--- src/rtl/fx_addsub_pipe.sv ---
// Two-stage multi-lane fixed-point add/subtract with halving modes, saturate or wrap
// overflow policy, valid/ready backpressure and an overflow monitor.
module fx_addsub_pipe #(
  parameter int W     = 16,
  parameter int N     = 4,
  parameter int LANES = 2,
  parameter bit SAT   = 1'b1
) (
  input  logic               clk,
  input  logic               rst_n,
  input  logic               in_valid,
  output logic               in_ready,
  input  logic [LANES*W-1:0] summand_1,
  input  logic [LANES*W-1:0] summand_2,
  input  logic [1:0]         add_mode,
  output logic               out_valid,
  input  logic               out_ready,
  output logic [LANES*W-1:0] res,
  output logic [LANES-1:0]   res_ovf,
  input  logic               clr_ovf,
  output logic               ovf_sticky,
  output logic [15:0]        ovf_count
);

  localparam int WE = W + 1;
  localparam logic [W-1:0] MAX_POS = {1'b0, {(W-1){1'b1}}};
  localparam logic [W-1:0] MAX_NEG = {1'b1, {(W-1){1'b0}}};

  // N only labels the Q format; reject formats with no integer bits.
  if (N < 0 || N >= W) begin : g_bad_frac
    $error("fx_addsub_pipe: fractional bits must lie in [0, W-1]");
  end

  logic                  s1_valid_r;
  logic [LANES*WE-1:0]   s1_sum_r;
  logic                  s2_valid_r;
  logic [LANES*W-1:0]    res_r;
  logic [LANES-1:0]      res_ovf_r;
  logic                  ovf_sticky_r;
  logic [15:0]           ovf_count_r;

  logic                  s2_adv_s;
  logic                  s1_load_s;
  logic                  ovf_hs_s;
  logic [LANES*WE-1:0]   sum_s;
  logic [LANES*W-1:0]    cond_s;
  logic [LANES-1:0]      ovf_s;

  // Exact W+1 sum/difference; halving works in W+2 bits so the +1 cannot wrap.
  function automatic logic [W:0] stage1(input logic [W-1:0] a, input logic [W-1:0] b,
                                        input logic [1:0] mode);
    logic [W+1:0] ax, bx, full, rnd;
    ax = {{2{a[W-1]}}, a};
    bx = {{2{b[W-1]}}, b};
    if (mode[0]) full = ax - bx;
    else         full = ax + bx;
    rnd = full + {{(W+1){1'b0}}, 1'b1};
    if (mode[1]) stage1 = rnd[W+1:1];
    else         stage1 = full[W:0];
  endfunction

  // Returns {ovf, value}; halved values are already in range so never flag.
  function automatic logic [W:0] condition(input logic [W:0] v);
    logic ovf;
    ovf = (v[W] != v[W-1]);
    if (ovf && SAT) condition = {1'b1, (v[W] ? MAX_NEG : MAX_POS)};
    else            condition = {ovf, v[W-1:0]};
  endfunction

  assign s2_adv_s  = !s2_valid_r || out_ready;
  assign s1_load_s = !s1_valid_r || s2_adv_s;
  assign in_ready  = rst_n && s1_load_s;

  // Per-lane arithmetic for S1 and overflow conditioning for S2.
  always_comb begin
    sum_s  = '0;
    cond_s = '0;
    ovf_s  = '0;
    for (int k = 0; k < LANES; k++) begin
      logic [W:0] c;
      sum_s[k*WE +: WE] = stage1(summand_1[k*W +: W], summand_2[k*W +: W], add_mode);
      c                 = condition(s1_sum_r[k*WE +: WE]);
      cond_s[k*W +: W]  = c[W-1:0];
      ovf_s[k]          = c[W];
    end
  end

  // S1 register: fills whenever it is empty or its beat moves into S2.
  always_ff @(posedge clk or negedge rst_n) begin
    if (!rst_n) begin
      s1_valid_r <= 1'b0;
      s1_sum_r   <= '0;
    end else if (s1_load_s) begin
      s1_valid_r <= in_valid;
      if (in_valid) s1_sum_r <= sum_s;
    end
  end

  // S2 register: output beat, held while downstream stalls.
  always_ff @(posedge clk or negedge rst_n) begin
    if (!rst_n) begin
      s2_valid_r <= 1'b0;
      res_r      <= '0;
      res_ovf_r  <= '0;
    end else if (s2_adv_s) begin
      s2_valid_r <= s1_valid_r;
      if (s1_valid_r) begin
        res_r     <= cond_s;
        res_ovf_r <= ovf_s;
      end
    end
  end

  assign ovf_hs_s = s2_valid_r && out_ready && (|res_ovf_r);

  // Overflow monitor; a clear coinciding with an overflowing handshake counts that beat.
  always_ff @(posedge clk or negedge rst_n) begin
    if (!rst_n) begin
      ovf_sticky_r <= 1'b0;
      ovf_count_r  <= 16'd0;
    end else if (clr_ovf) begin
      ovf_sticky_r <= ovf_hs_s;
      ovf_count_r  <= {15'd0, ovf_hs_s};
    end else if (ovf_hs_s) begin
      ovf_sticky_r <= 1'b1;
      if (ovf_count_r != 16'hFFFF) ovf_count_r <= ovf_count_r + 16'd1;
    end
  end

  assign out_valid  = s2_valid_r;
  assign res        = res_r;
  assign res_ovf    = res_ovf_r;
  assign ovf_sticky = ovf_sticky_r;
  assign ovf_count  = ovf_count_r;

endmodule

--- config.mk ---
export PLATFORM = sky130hd
export DESIGN_NAME = fx_addsub_pipe
export DESIGN_NICKNAME = d
export VERILOG_FILES = /design/src/rtl/fx_addsub_pipe.sv
export SDC_FILE = /design/constraint.sdc
export NUM_CORES = 1
export LEC_CHECK = 0
export ABC_AREA = 1
export CELL_PAD_IN_SITES_DETAIL_PLACEMENT = 1
export CELL_PAD_IN_SITES_GLOBAL_PLACEMENT = 2
export CORE_MARGIN = 2
export CORE_UTILIZATION = 30
export CTS_BUF_LIST = sky130_fd_sc_hd__clkbuf_8
export CTS_CLUSTER_SIZE = 20
export DETAILED_ROUTE_END_ITERATION = 6
export PLACE_DENSITY_LB_ADDON = 0.1
export SLEW_MARGIN = 5
export SYNTH_ARGS = -nofsm -noshare
export SYNTH_HDL_FRONTEND = slang
export SYNTH_SLANG_ARGS = --single-unit
--- constraint.sdc ---
create_clock -name clk -period 2.54 [get_ports clk]
set_clock_uncertainty 0.1 [all_clocks]
set_input_delay 0.635 -clock clk [delete_from_list [all_inputs] [get_ports clk]]
set_output_delay 0.635 -clock clk [all_outputs]
set_load 0.01 [all_outputs]
# Yosys cells after proc, flatten, opt, wreduce, memory -nomap -nowiden

Cells that the tools add are included.

Register bits after elaboration: 87
Input port bits: 71

$add $sub $neg: 7
Equal/unequal tests: 3
Multiplexer cells: 13
Reductions and logical operators: 13

Operators with widths:

| cell                                           | number |
|---|---|
| 2-to-1 mux 16 bit                              | 5 |
| 2-to-1 mux 17 bit                              | 4 |
| adder 18 x 1 -> 18 bit (second input constant) | 2 |
| 2-to-1 mux 18 bit                              | 2 |
| adder 16 x 16 -> 17 bit                        | 2 |
| subtractor 16 x 16 -> 17 bit                   | 2 |
| adder 16 x 1 -> 16 bit (second input constant) | 1 |
| != test 16 bit (second input constant)         | 1 |
| AND reduction 2 bit                            | 3 |
| nonzero test 2 bit                             | 2 |
| logical AND 1 bit                              | 3 |
| logical NOT 1 bit                              | 2 |
| logical OR 1 bit                               | 2 |
| 2-to-1 mux 1 bit                               | 2 |
| != test 1 bit                                  | 2 |
| OR reduction 2 bit                             | 1 |

# Longest topological paths before layout

Depth in word-level cells: 4
Mapped depth: 25
Depth with buffers taken out: 25

# Worst setup path before layout

OpenSTA, ideal clock, no wires.

Kind: input-to-reg
From: input add_mode[0]
To: register s1_sum_r[32]
Library setup time: 0.116 ns
Arrival: 3.047 ns
Data required time: 2.324 ns
Setup slack: -0.724 ns
Stages on the path: 21
Cells stage by stage: clkbuf_1 -> inv_1 -> clkbuf_1 -> nand2_1 -> xnor2_1 -> inv_1 -> ha_1 -> nand2_2 -> inv_1 -> a21oi_1 -> nand3_1 -> nand2_2 -> nand2_1 -> nor2_1 -> nand2_2 -> nor2_4 -> nand2_1 -> nand2_1 -> nand3_1 -> nand2_1 -> nand2_1

Longest elaborated chain between the ends: 3

RTL lines:

| what                   | line | text |
|---|---|---|
| start: declaration     | 15   | `input logic [1:0] add_mode,` |
| 2-to-1 mux 18 bit (*)  | 55   | `if (mode[0]) full = ax - bx;` |
| adder 18 x 1 -> 18 bit | 57   | `rnd = full + {{(W+1){1'b0}}, 1'b1};` |
| 2-to-1 mux 17 bit (*)  | 58   | `if (mode[1]) stage1 = rnd[W+1:1];` |
| end signal: assignment | 95   | `if (in_valid) s1_sum_r <= sum_s;` |
| end: declaration       | 35   | `logic [LANES*WE-1:0] s1_sum_r;` |

Every way passes the cells marked *; elsewhere a longest branch is shown, timed or not.
A chain may end at the register's enable or synchronous reset.

# Worst setup path in the final report

From: input summand_2[17]
To: register s1_sum_r[32]

Longest elaborated chain between the ends: 4
Elaborated cells on any way between the ends: 5
Those cells by class: add/sub: 3; mux: 2

RTL lines:

| what                                                                    | line   | text |
|---|---|---|
| start: declaration                                                      | 14     | `input logic [LANES*W-1:0] summand_2,` |
| adder 16 x 16 -> 17 bit or subtractor 16 x 16 -> 17 bit (tied branches) | 56, 55 |  |
| 2-to-1 mux 18 bit (*)                                                   | 55     |  |
| adder 18 x 1 -> 18 bit                                                  | 57     |  |
| 2-to-1 mux 17 bit (*)                                                   | 58     |  |

Marks and branches as above.

==> impl_results.md <==
- CTS buffer count: 9
- Critical Path Fanout Max: 4
- Vias per Instance: 4.74
- Drt drc: 0
- Peak VDD IR: 0.000428 V
- Row cnt: 59
- Status: finished with violations
- Synth Instances: 1,241
- DR WL/cell: 14.9 um
- Maximum root-to-sink buffer count: 2
- Final wirelength: 29,400 um
- Core area: 25,800 um2
- Die H: 166 um
- GP Congestion: 0.786
- Final setup vio count: 29
- Nets@finish: 1,743
- Startpoint type of the worst setup path: input port
- CTS H-tree lvls: 3
- R2r startpoint: ovf_count[0]
- IO Pins: 124
- Syn Area/Cell: 6.31 um2
- Arrival time at the worst endpoint: 3.38 ns
- Kind of critical path: input port to register
- Slew @ Worst Pin: 0.530 ns
- Layout Area Growth over Synthesis: 81.8%
- DR iter-0 viols: 284
- FF-to-FF setup slack: 0.44 ns
- CTS root buffer: clkbuf_8
- Top cells by area, synth: dfrtp_1 28%, nand2_1 19%, inv_1 9.3%
- Sw Share: 42.2%
- Register area share after synthesis: 27.8%
- Share of the synthesized area in the top cell type: 27.8%
- Hold-fix buffers, CTS: 0
- Hold WC Path Type: input port to async pin
- Pins Over Slew Limit: 0
- Clock power frac: 12.0%
- Violated checks: setup timing
- PwrDens: 583 nW/um2
- Psw: 3.50 mW
- Setup TNS: -13.01 ns
- Post-route core utilization: 55.1%
- Internal power component: 4.80 mW
- Cell taking the most area after synthesis: dfrtp_1
- Initial core utilization: 30.3%
- First-pass GRT wire length: 44,900 um
- Post-synthesis sequential element count: 87
- TritonCTS clock tree: built
- Post-Syn Area: 7830 um2
- GR Util All Layers: 20.1%
- Largest net degree at the start of global routing: 88
- Clk_lat worst skew: 0.35 ns
- Leakage: 6.85 nW
- Worst endpoint required time: 2.69 ns
- Share of layout cells above drive strength 1: 46.6%
- Vias in the first global route: 9,138
- Die W: 166 um
- Reg2reg end: ovf_count[6]
- Final WS setup: -0.690 ns
- Unrepaired setup endpoints after global routing: true
- Via count: 9,328
- Post-DP HPWL: 20,700 um
- Die area: 27,400 um2
- Max-cap violations: 0
- Sequential Power Share: 25.0%
- Final Cycle Share: 127%
- Final ANT Viol Nets: 0
- Mapped Nets: 1,355
- Antenna Cells: 0
- CTS sink cnt: 87
- Crit end category: register
- Initial antenna violation count: 0
- Number of port buffers: 123
- Warning count from the yosys run: 0
- Total gr overflow: 0
- Clock-pin transition on the worst setup and hold timing paths: 0.09 ns
- Final worst path period need: 3.23 ns
- FMAX: 310 MHz
- Slew headroom: 64.6%
- Synth cell types: 43
- Comb power frac: 63.1%
- Final Hold Fails: 0
- Pre-antenna DRT Iters: 5
- R2R depth: 13
-- how the worst max path moves through the flow --
| stage | startpoint | endpoint |
|---|---|---|
| 2_1_floorplan | summand_2[17] | s1_sum_r[32] |
| 3_3_place_gp | summand_2[16] | s1_sum_r[31] |
| 3_5_place_dp | summand_2[16] | s1_sum_r[31] |
| 4_1_cts | summand_2[16] | s1_sum_r[32] |
| 5_1_grt | summand_2[17] | s1_sum_r[31] |
| 6_report | summand_2[17] | s1_sum_r[32] |
-- layer usage --
metal,routed length [um],global-route usage (%),up-vias,part of all wire [%]
met4,267,3.17,0,0.91
met1,14100,29.0,4471,48
met2,14500,33.4,122,49
met3,570,1.37,15,1.9
met5,0,0,-,0
li1,-,-,4720,-
-- flip-flops by register name, summed over array words and instances, names as in the netlist --
name	count
out_valid	1
s1_sum_r	34
res_ovf	2
s1_valid_r	1
ovf_count	16
res	32
ovf_sticky	1
-- logic make-up after synthesis --
kind of cell	count (synthesis)	synth area share, %
AND/OR/NAND/NOR	730	41.0
buffers and inverters	223	11.0
AO/OA/AOI/OAI	120	8.90
flip-flops	87	27.8
adder cells (fa/ha/maj)	43	7.06
XOR/XNOR	38	4.25
-- metrics by stage --
step	worst slack [ns]	hold WS [ns]	instance area [um2]	cells	power (mW)
final	-0.690	0.218	14200	1969	8.29
after global routing	-0.919	0.249	14200	1969	8.93
after CTS	-0.664	0.247	12900	1937	7.64
after detailed placement	-1.55	0.372	11600	1883	6.10
after global placement	-1.52	0.367	11600	1883	5.99
after floorplan	-0.519	0.239	8450	1241	4.16
-- repair_timing --
action | 4_1_cts | 5_1_grt
cloned | 1 | 0
gates resized for setup | 290 | 293
pin swaps | 181 | 245
endpoints found under the setup margin | 35 | 32
setup buffers | 44 | 47
-- synthesized netlist by cell type, drive strengths merged --
| cell type | count |
|---|---|
| o211ai | 17 |
| nand3 | 121 |
| xnor2 | 12 |
| or2 | 4 |
| ha | 41 |
| nor2 | 125 |
| a31o | 1 |
| nor3 | 24 |
| nand3b | 5 |
| clkbuf | 15 |
| a22oi | 3 |
| o31ai | 2 |
| o22ai | 3 |
| a21o | 1 |
| o21bai | 1 |
| nand2 | 427 |
| a211oi | 2 |
| and2 | 3 |
| a31oi | 7 |
| fa | 2 |
| o21ai | 45 |
| inv | 199 |
| nand4 | 20 |
| buf | 9 |
| xor2 | 26 |
| a21oi | 38 |
| and3 | 1 |
| dfrtp | 87 |
-- critical path, cell delays in order --
cell     delay, ns
buf_8         0.10
buf_6         0.13
inv_12        0.04
ha_4          0.14
nand2_4       0.05
nor3_4        0.19
nand2_1       0.09
nand2_2       0.12
o21ai_4       0.08
xor2_1        0.16
inv_1         0.09
ha_4          0.27
buf_6         0.12
nand2_4       0.07
inv_2         0.05
a21oi_4       0.21
buf_6         0.13
nand4_1       0.13
nand2_2       0.11
nand3_2       0.10
nor2_4        0.09
nand2_1       0.05
nand2_1       0.05
nand3_1       0.06
nand2_1       0.06
nand2_1       0.05
-- final cells by class --
cell class	instances	area, um2
fill	3182	11600
timing repair buffer	401	3610
multi-input combinational	931	7000
clock buffer	9	124
sequential	87	2180
inverter	199	835
tap	335	419
clock inverter	7	72.6
-- layout by cell type, fill, tap and decap left out, drive strengths merged, types with 2 or more instances in the layout --
cell,count
and2,3
nor2,125
inv,201
nand4,20
xor2,26
clkinv,3
nand3b,5
or2,4
nand3,121
o22ai,3
nor3,24
a21oi,38
dlygate4sd2,6
o31ai,2
a31oi,7
nand2,427
buf,287
dlymetal6s2s,2
xnor2,12
a211oi,2
fa,2
dfrtp,87
clkdlybuf4s50,103
o211ai,17
ha,41
clkbuf,11
o21ai,45
a22oi,3
-- power by group through the flow --
stage	clock network (mW)	logic (mW)	registers, mW
finish	0.993	5.23	2.07
global route	1.07	5.73	2.13
CTS	1.02	4.54	2.08
detailed placement	0	4.00	2.11
global placement	0	3.90	2.09
floorplan	0	2.00	2.16
Note: power is estimated with default switching activity, not from simulation.
